## config.mk

```make
export PLATFORM = sky130hd
export DESIGN_NAME = joypad_tick_generator
export DESIGN_NICKNAME = d
export VERILOG_FILES = /design/src/rtl/joypad_pkg.sv /design/src/rtl/joypad_button_channel.sv /design/src/rtl/joypad_tick_generator.sv
export SDC_FILE = /design/constraint.sdc
export NUM_CORES = 1
export LEC_CHECK = 0
export BUFFER_PORTS_ARGS = -buffer_cell sky130_fd_sc_hd__buf_2
export CAP_MARGIN = 10
export CORE_ASPECT_RATIO = 1.75
export CORE_MARGIN = 5
export CORE_UTILIZATION = 35
export CTS_CLUSTER_SIZE = 30
export DETAILED_ROUTE_END_ITERATION = 12
export PLACE_DENSITY = 0.61
export REMOVE_ABC_BUFFERS = 1
export SLEW_MARGIN = 20
export SYNTH_ARGS = -nofsm -noshare
export SYNTH_HDL_FRONTEND = slang
export SYNTH_SLANG_ARGS = --single-unit
```

## constraint.sdc

```tcl
create_clock -name clock -period 2.2 [get_ports clock]
set_clock_uncertainty 0.2 [all_clocks]
set_input_delay 0.33 -clock clock [delete_from_list [all_inputs] [get_ports clock]]
set_output_delay 0.33 -clock clock [all_outputs]
set_load 0.02 [all_outputs]
```

## src/rtl/joypad_pkg.sv

```systemverilog
// Shared constants and types for the joypad tick generator.
// Button indices follow the SNES serial order (bit 15 = B).
package joypad_pkg;

    localparam int BTN_B      = 15;
    localparam int BTN_Y      = 14;
    localparam int BTN_SELECT = 13;
    localparam int BTN_START  = 12;
    localparam int BTN_UP     = 11;
    localparam int BTN_DOWN   = 10;
    localparam int BTN_LEFT   = 9;
    localparam int BTN_RIGHT  = 8;
    localparam int BTN_A      = 7;
    localparam int BTN_X      = 6;
    localparam int BTN_L      = 5;
    localparam int BTN_R      = 4;

    localparam int DEBOUNCE_CNT_W = 4;
    localparam int HOLD_CNT_W     = 8;

    typedef enum logic [1:0] {
        CH_IDLE             = 2'd0,
        CH_DEBOUNCE_PRESS   = 2'd1,
        CH_HELD             = 2'd2,
        CH_DEBOUNCE_RELEASE = 2'd3
    } chan_state_e;

    // A channel is in a debounce state whenever a differing run is pending.
    function automatic chan_state_e chan_state(
        input logic stable,
        input logic pending
    );
        chan_state_e s;
        unique case (1'b1)
            (!stable && !pending): s = CH_IDLE;
            (!stable &&  pending): s = CH_DEBOUNCE_PRESS;
            ( stable && !pending): s = CH_HELD;
            default:               s = CH_DEBOUNCE_RELEASE;
        endcase
        return s;
    endfunction

endpackage

```

## src/rtl/joypad_button_channel.sv

```systemverilog
// One button: debounce FSM, optional hold-repeat counter, tick register.
// Auto-repeat is built only when JOYPAD_AUTOREPEAT_EN is defined.
module joypad_button_channel #(
    parameter int DEBOUNCE_FRAMES     = 2,
    parameter int REPEAT_DELAY_FRAMES = 20,
    parameter int REPEAT_RATE_FRAMES  = 4
) (
    input  logic clock,
    input  logic reset,
    input  logic sample,
    input  logic valid,
    output logic stable,
    output logic tick
);
    import joypad_pkg::*;

    localparam logic [DEBOUNCE_CNT_W-1:0] DEB_MAX =
        DEBOUNCE_CNT_W'(DEBOUNCE_FRAMES);

    chan_state_e               state_q;
    chan_state_e               state_d;
    logic [DEBOUNCE_CNT_W-1:0] deb_q;
    logic [DEBOUNCE_CNT_W-1:0] deb_d;
    logic [DEBOUNCE_CNT_W-1:0] deb_inc;
    logic                      stable_now;
    logic                      stable_d;
    logic                      differ;
    logic                      flip;
    logic                      press;
    logic                      rpt;
    logic                      tick_q;

    always_comb begin
        stable_now = (state_q == CH_HELD) ||
                     (state_q == CH_DEBOUNCE_RELEASE);
        deb_inc    = deb_q + 1'b1;
        differ     = sample ^ stable_now;
        flip       = valid && differ && (deb_inc == DEB_MAX);
        press      = flip && !stable_now;
        stable_d   = stable_now ^ flip;
        deb_d      = deb_q;
        if (valid) begin
            // A matching sample cancels any partial debounce run.
            deb_d = (!differ || flip) ? '0 : deb_inc;
        end
        state_d = chan_state(stable_d, deb_d != '0);
    end

`ifdef JOYPAD_AUTOREPEAT_EN
    localparam logic [HOLD_CNT_W-1:0] RPT_DELAY =
        HOLD_CNT_W'(REPEAT_DELAY_FRAMES);
    localparam logic [HOLD_CNT_W-1:0] RPT_RELOAD =
        HOLD_CNT_W'(REPEAT_DELAY_FRAMES - REPEAT_RATE_FRAMES);

    logic [HOLD_CNT_W-1:0] hold_q;
    logic [HOLD_CNT_W-1:0] hold_d;
    logic [HOLD_CNT_W-1:0] hold_inc;

    always_comb begin
        hold_inc = hold_q + 1'b1;
        hold_d   = hold_q;
        rpt      = 1'b0;
        if (valid) begin
            if (!stable_d || press) begin
                hold_d = '0;
            end else if (hold_inc == RPT_DELAY) begin
                rpt    = 1'b1;
                hold_d = RPT_RELOAD;
            end else begin
                hold_d = hold_inc;
            end
        end
    end

    always_ff @(posedge clock) begin
        if (reset) begin
            hold_q <= '0;
        end else begin
            hold_q <= hold_d;
        end
    end
`else
    logic unused_repeat_cfg;
    assign unused_repeat_cfg = ^{8'(REPEAT_DELAY_FRAMES),
                                 8'(REPEAT_RATE_FRAMES)};
    assign rpt = 1'b0;
`endif

    always_ff @(posedge clock) begin
        if (reset) begin
            state_q <= CH_IDLE;
            deb_q   <= '0;
            tick_q  <= 1'b0;
        end else begin
            state_q <= state_d;
            deb_q   <= deb_d;
            tick_q  <= press | rpt;
        end
    end

    assign stable = (state_q == CH_HELD) ||
                    (state_q == CH_DEBOUNCE_RELEASE);
    assign tick   = tick_q;

endmodule

```

## src/rtl/joypad_tick_generator.sv

```systemverilog
// Debounced joypad levels and press/repeat tick pulses per button.
// Define JOYPAD_AUTOREPEAT_EN to build hold-to-repeat ticks.
module joypad_tick_generator #(
    parameter int NUM_BUTTONS         = 16,
    parameter int DEBOUNCE_FRAMES     = 2,
    parameter int REPEAT_DELAY_FRAMES = 20,
    parameter int REPEAT_RATE_FRAMES  = 4
) (
    input  logic                   clock,
    input  logic                   reset,
    input  logic [NUM_BUTTONS-1:0] inPadState,
    input  logic                   inPadValid,
    output logic [NUM_BUTTONS-1:0] outPadStable,
    output logic [NUM_BUTTONS-1:0] outPadTick,
    output logic                   outUp_tick,
    output logic                   outDown_tick
);
    import joypad_pkg::*;

    for (genvar i = 0; i < NUM_BUTTONS; i++) begin : g_btn
        joypad_button_channel #(
            .DEBOUNCE_FRAMES     (DEBOUNCE_FRAMES),
            .REPEAT_DELAY_FRAMES (REPEAT_DELAY_FRAMES),
            .REPEAT_RATE_FRAMES  (REPEAT_RATE_FRAMES)
        ) u_chan (
            .clock  (clock),
            .reset  (reset),
            .sample (inPadState[i]),
            .valid  (inPadValid),
            .stable (outPadStable[i]),
            .tick   (outPadTick[i])
        );
    end

    assign outUp_tick   = outPadTick[BTN_UP];
    assign outDown_tick = outPadTick[BTN_DOWN];

endmodule

```

Word-level counts from Yosys, hierarchy flattened
Cells that the tools add are included.
{ "totals": {"reg_bits": 112, "inputBits": 19, "out_inout_bits": 34, "elab_cells": 400} }
{ "op_classes": {"addsub": 16, "n_eq_ne": 48, "n_mux": 48, "bitwise": 32, "reduce_logical": 208} }
{ "ops": {"columns": ["cell", "count"], "rows": [
  ["4-bit two-way mux", 32],
  ["1-bit logical AND", 96],
  ["2-bit case mux with 3 select lines", 16],
  ["4-bit by 1-bit adder with 4-bit output, second input constant", 16],
  ["2-bit == test, second input constant", 32],
  ["4-bit by 2-bit == test with 1-bit output, second input constant", 16],
  ["1-bit zero test", 64],
  ["4-bit nonzero test", 16],
  ["1-bit logical OR", 32],
  ["1-bit XOR", 32]
]} }

Logic depth before layout (Yosys ltp)
{ "depth": {"ltp_word": 12, "ltp_mapped": 8} }

Hierarchy
A second synthesis with hierarchy kept.
{ "unflattened": {"hier_cells": 647, "hier_area_um2": 6127.1} }
{ "by_module_without_submodules": {"columns": ["mod", "instances", "cells_each", "area_each_um2"], "rows": [
  ["joypad_button_channel at g_btn[10].u_chan ...", 15, 40, 381.6],
  ["joypad_button_channel at g_btn[0].u_chan", 1, 45, 387.9],
  ["joypad_tick_generator", 1, 2, 15.0]
]} }

Worst setup path before layout
Ideal clock, no wire load.
{ "synth_path": {"kind": "register -> register", "from": "register g_btn[12].u_chan.deb_q[0]", "to": "register g_btn[12].u_chan.deb_q[1]", "arrival_time_ps": 1467, "setup_slack_ps": 416, "path_stages_with_launch": 7, "path_buffers": 0, "synth_period_minus_slack_ps": 1784, "cell_sequence": "dfxtp_1 -> ha_1 -> or4b_1 -> nand3_1 -> a41o_1 -> a2bb2oi_1 -> nor2_1"} }
{ "synth_via": {"elab_chain_cells": 6} }
{ "synth_lines": {"columns": ["item", "line_no", "source"], "rows": [
  ["start: declaration", "joypad_button_channel.sv:22", "logic [DEBOUNCE_CNT_W-1:0] deb_q;"],
  ["start signal: assignment", "joypad_button_channel.sv:92", "deb_q <= '0;"],
  ["start signal: assignment", "joypad_button_channel.sv:96", "deb_q <= deb_d;"],
  ["4-bit by 1-bit adder with 4-bit output *", "joypad_button_channel.sv:36", "deb_inc = deb_q + 1'b1;"],
  ["4-bit by 2-bit == test with 1-bit output", "joypad_button_channel.sv:38", "flip = valid && differ && (deb_inc == DEB_MAX);"],
  ["1-bit logical AND", "joypad_button_channel.sv:38", null],
  ["1-bit logical OR", "joypad_button_channel.sv:44", "deb_d = (!differ || flip) ? '0 : deb_inc;"],
  ["4-bit two-way mux *", "joypad_button_channel.sv:44", null],
  ["4-bit two-way mux *", "joypad_button_channel.sv:42", "if (valid) begin"]
]} }
Mark *: on every way between the ends. The rest lies on a longest branch, timed or not.
A chain may end at the register's enable or synchronous reset.

Worst setup path in the final report
Ends and elaborated chain as after synthesis.

==> impl_results.md <==
- Clk buf depth: 2
- Die W: 105 µm
- Status: finished clean
- Detail Placement HPWL: 7740 µm
- Async set or reset register ratio after synthesis: 0%
- Pwr dens: 622 nW/µm²
- Register area share after synthesis: 34.5%
- Average size of a mapped cell: 8.17 µm²
- WHS: 0.105 ns
- Fraction of the cycle the final worst path needs: 86.1%
- Die H: 177 µm
- Total CTS buffers: 9
- Final Critical Period: 1.89 ns
- Critical path capture point type: flop
- Synthesized area: 5570 µm²
- Setup_tns: 0 ns
- Worst path arrival time: 1.92 ns
- Synth top area cells: dfxtp_1 35%, ha_1 11%, nor2_1 5.6%, buf_4 4.4%, a21oi_1 3.8%
- Remaining Overflow, GRT: 0
- I/O pin total: 53
- Finish-stage setup viols: 0
- Synthesized instance count: 682
- Routability cong.: 0.767
- Yosys top cell by area: dfxtp_1
- Via density: 5.05
- GRT Util Overall: 11.8%
- First-pass GRT wire length: 18600 µm
- Static Leakage: 2.43 nW
- RSZ-0062 raised after global routing: false
- Clock root buffer master: clkbuf_16
- Number of synthesized flops with an enable pin: 0
- Worst-Skew Late Latency: 0.34 ns
- Hold Vio Cnt, Final: 0
- CTS Hold Bufs: 0
- Drt drc: 0
- Final Slew Violations: 0
- Synth cell types: 50
- Hold Path Class: input port to flop
- Worst-Margin Slew: 0.439 ns
- Most used DFF post-synth: dfxtp_1
- Drt first-iter violations: 135
- Post-CTS sizing: 0
- I/O Buffers: 52
- Starting density of the core: 35.3%
- Synth Warn #: 0
- Routed Antenna Nets: 0
- Pre-antenna DRT Iters: 4
- Max cap viols: 0
- Critical Path RT: 2.23 ns
- Vias: 4443
- Final core occ: 38.1%
- WL/cell: 12.3 µm
- Initial antenna violation count: 0
- Max stage delay on crit path: 0.53 ns
- Share of layout cells above drive strength 1: 14.9%
- Fin nets: 753
- Worst VDD drop: 0.000421 V
- Worst setup SP type: flop
- Max Freq: 528 MHz
- Count leader, synth: dfxtp_1
- Core ar.: 15800 µm²
- Worst-path clk slew: 0.07 ns
- Setup Buffers After CTS: 0
- #FFs+latches synth: 96
- Clk sinks: 96
- DIE AREA: 18600 µm²
- Vias in the first global route: 4214
- Largest net degree at the start of global routing: 45
- Critical-path top delay cell: or4b_1
- CP Class: flop to flop
- Post-route setup slack: 0.306 ns
- Worst-path cell chain: ha_1 -> or4b_1 -> nand3_1 -> a41o_1 -> a2bb2oi_1 -> nor2_1
- Place WS: 0.318 ns
- Top-area cell type share of the netlist area: 34.5%
- WL final: 10800 µm
- CTS H-tree lvls: 3
- Total power: 3.75 mW
- Top cells by count, synth: 96 x dfxtp_1, 83 x nor2_1, 48 x ha_1, 42 x a21oi_1, 41 x nand2_1
- CTS tree: done
- Relative slew margins: 70.6%
- Cell Rows: 61
- Antenna diode count: 0
- Area Growth Syn to Fin: 8.18%
- Critical Path Fanout Max: 6
-- cell type report --
class | count | area [µm²]
flip-flops and latches | 96 | 1920
clock buffers | 9 | 225
fillers | 1640 | 9770
multi-input cells | 473 | 3030
repair buffers | 70 | 423
clock inverters | 7 | 56.3
inverters | 36 | 138
well taps | 189 | 236
-- power breakdown --
part | switching (mW) | total [mW] | internal (mW)
clock network | 0.728 | 1.51 | 0.780
logic | 0.235 | 0.402 | 0.167
registers | 0.0577 | 1.84 | 1.78
-- metrics by stage --
step	cells	area [µm²]
2_1_floorplan	605	5080
3_3_place_gp	864	5740
3_5_place_dp	864	5740
4_1_cts	880	6030
5_1_grt	880	6030
6_report	880	6030
-- kinds of logic (layout without fill, tap and decap cells) --
logic type | Yosys count | in the layout | synth area share (%)
adders and majority gates | 48 | 48 | 10.8
and+or+nand+nor | 276 | 276 | 25.9
buffers and inverters | 113 | 122 | 11.2
AOI/OAI and AO/OA | 128 | 128 | 14.2
xor gates and xnor gates | 19 | 19 | 3.12
DFF | 96 | 96 | 34.5
muxes | 2 | 2 | 0.382
-- state kept, by name, summed over array words and instances (netlist names) --
| register | count |
|---|---|
| g_btn.u_chan.deb_q | 64 |
| g_btn.u_chan.state_q | 16 |
| g_btn.u_chan.tick | 16 |
-- worst max-delay path, delay by kind of cell (launching register included) --
kind / cells / cell delay [ns]
AOI/OAI and AO/OA: 2 / 0.29
adders and majority gates: 1 / 0.27
DFF: 1 / 0.35
and+or+nand+nor: 3 / 0.68
-- metal layers --
metal  global-route usage, %  routed length, µm
met1                    12.6               4580
met2                    22.8               5820
met3                    2.01                258
met4                    4.21                172
met5                       0                  0
-- path summary, 6_finish.rpt --
check	startpoint	endpoint	depth (start not counted)	slack [ns]
worst max register to register	g_btn[12].u_chan.deb_q[0]	g_btn[12].u_chan.deb_q[1]	6	0.31
worst min register to register	g_btn[4].u_chan.deb_q[2]	g_btn[4].u_chan.deb_q[2]	2	0.29
worst min-delay path	reset	g_btn[6].u_chan.state_q[1]	2	0.11
worst max-delay path	g_btn[12].u_chan.deb_q[0]	g_btn[12].u_chan.deb_q[1]	6	0.31
-- cells in the final DEF, fill, tap and decap left out, drive strengths merged, types with 14 or more instances in the layout --
cell type,Yosys,final
dfxtp,96,96
nor2,83,83
buf,52,70
ha,48,48
a21oi,43,43
nand2,41,41
inv,35,37
o21ai,35,35
nor2b,25,25
nand3,24,24
and3,22,22
nand3b,18,18
nor3,18,18
xnor2,15,15
a31oi,14,14
Power figures use the tool's default switching activity.
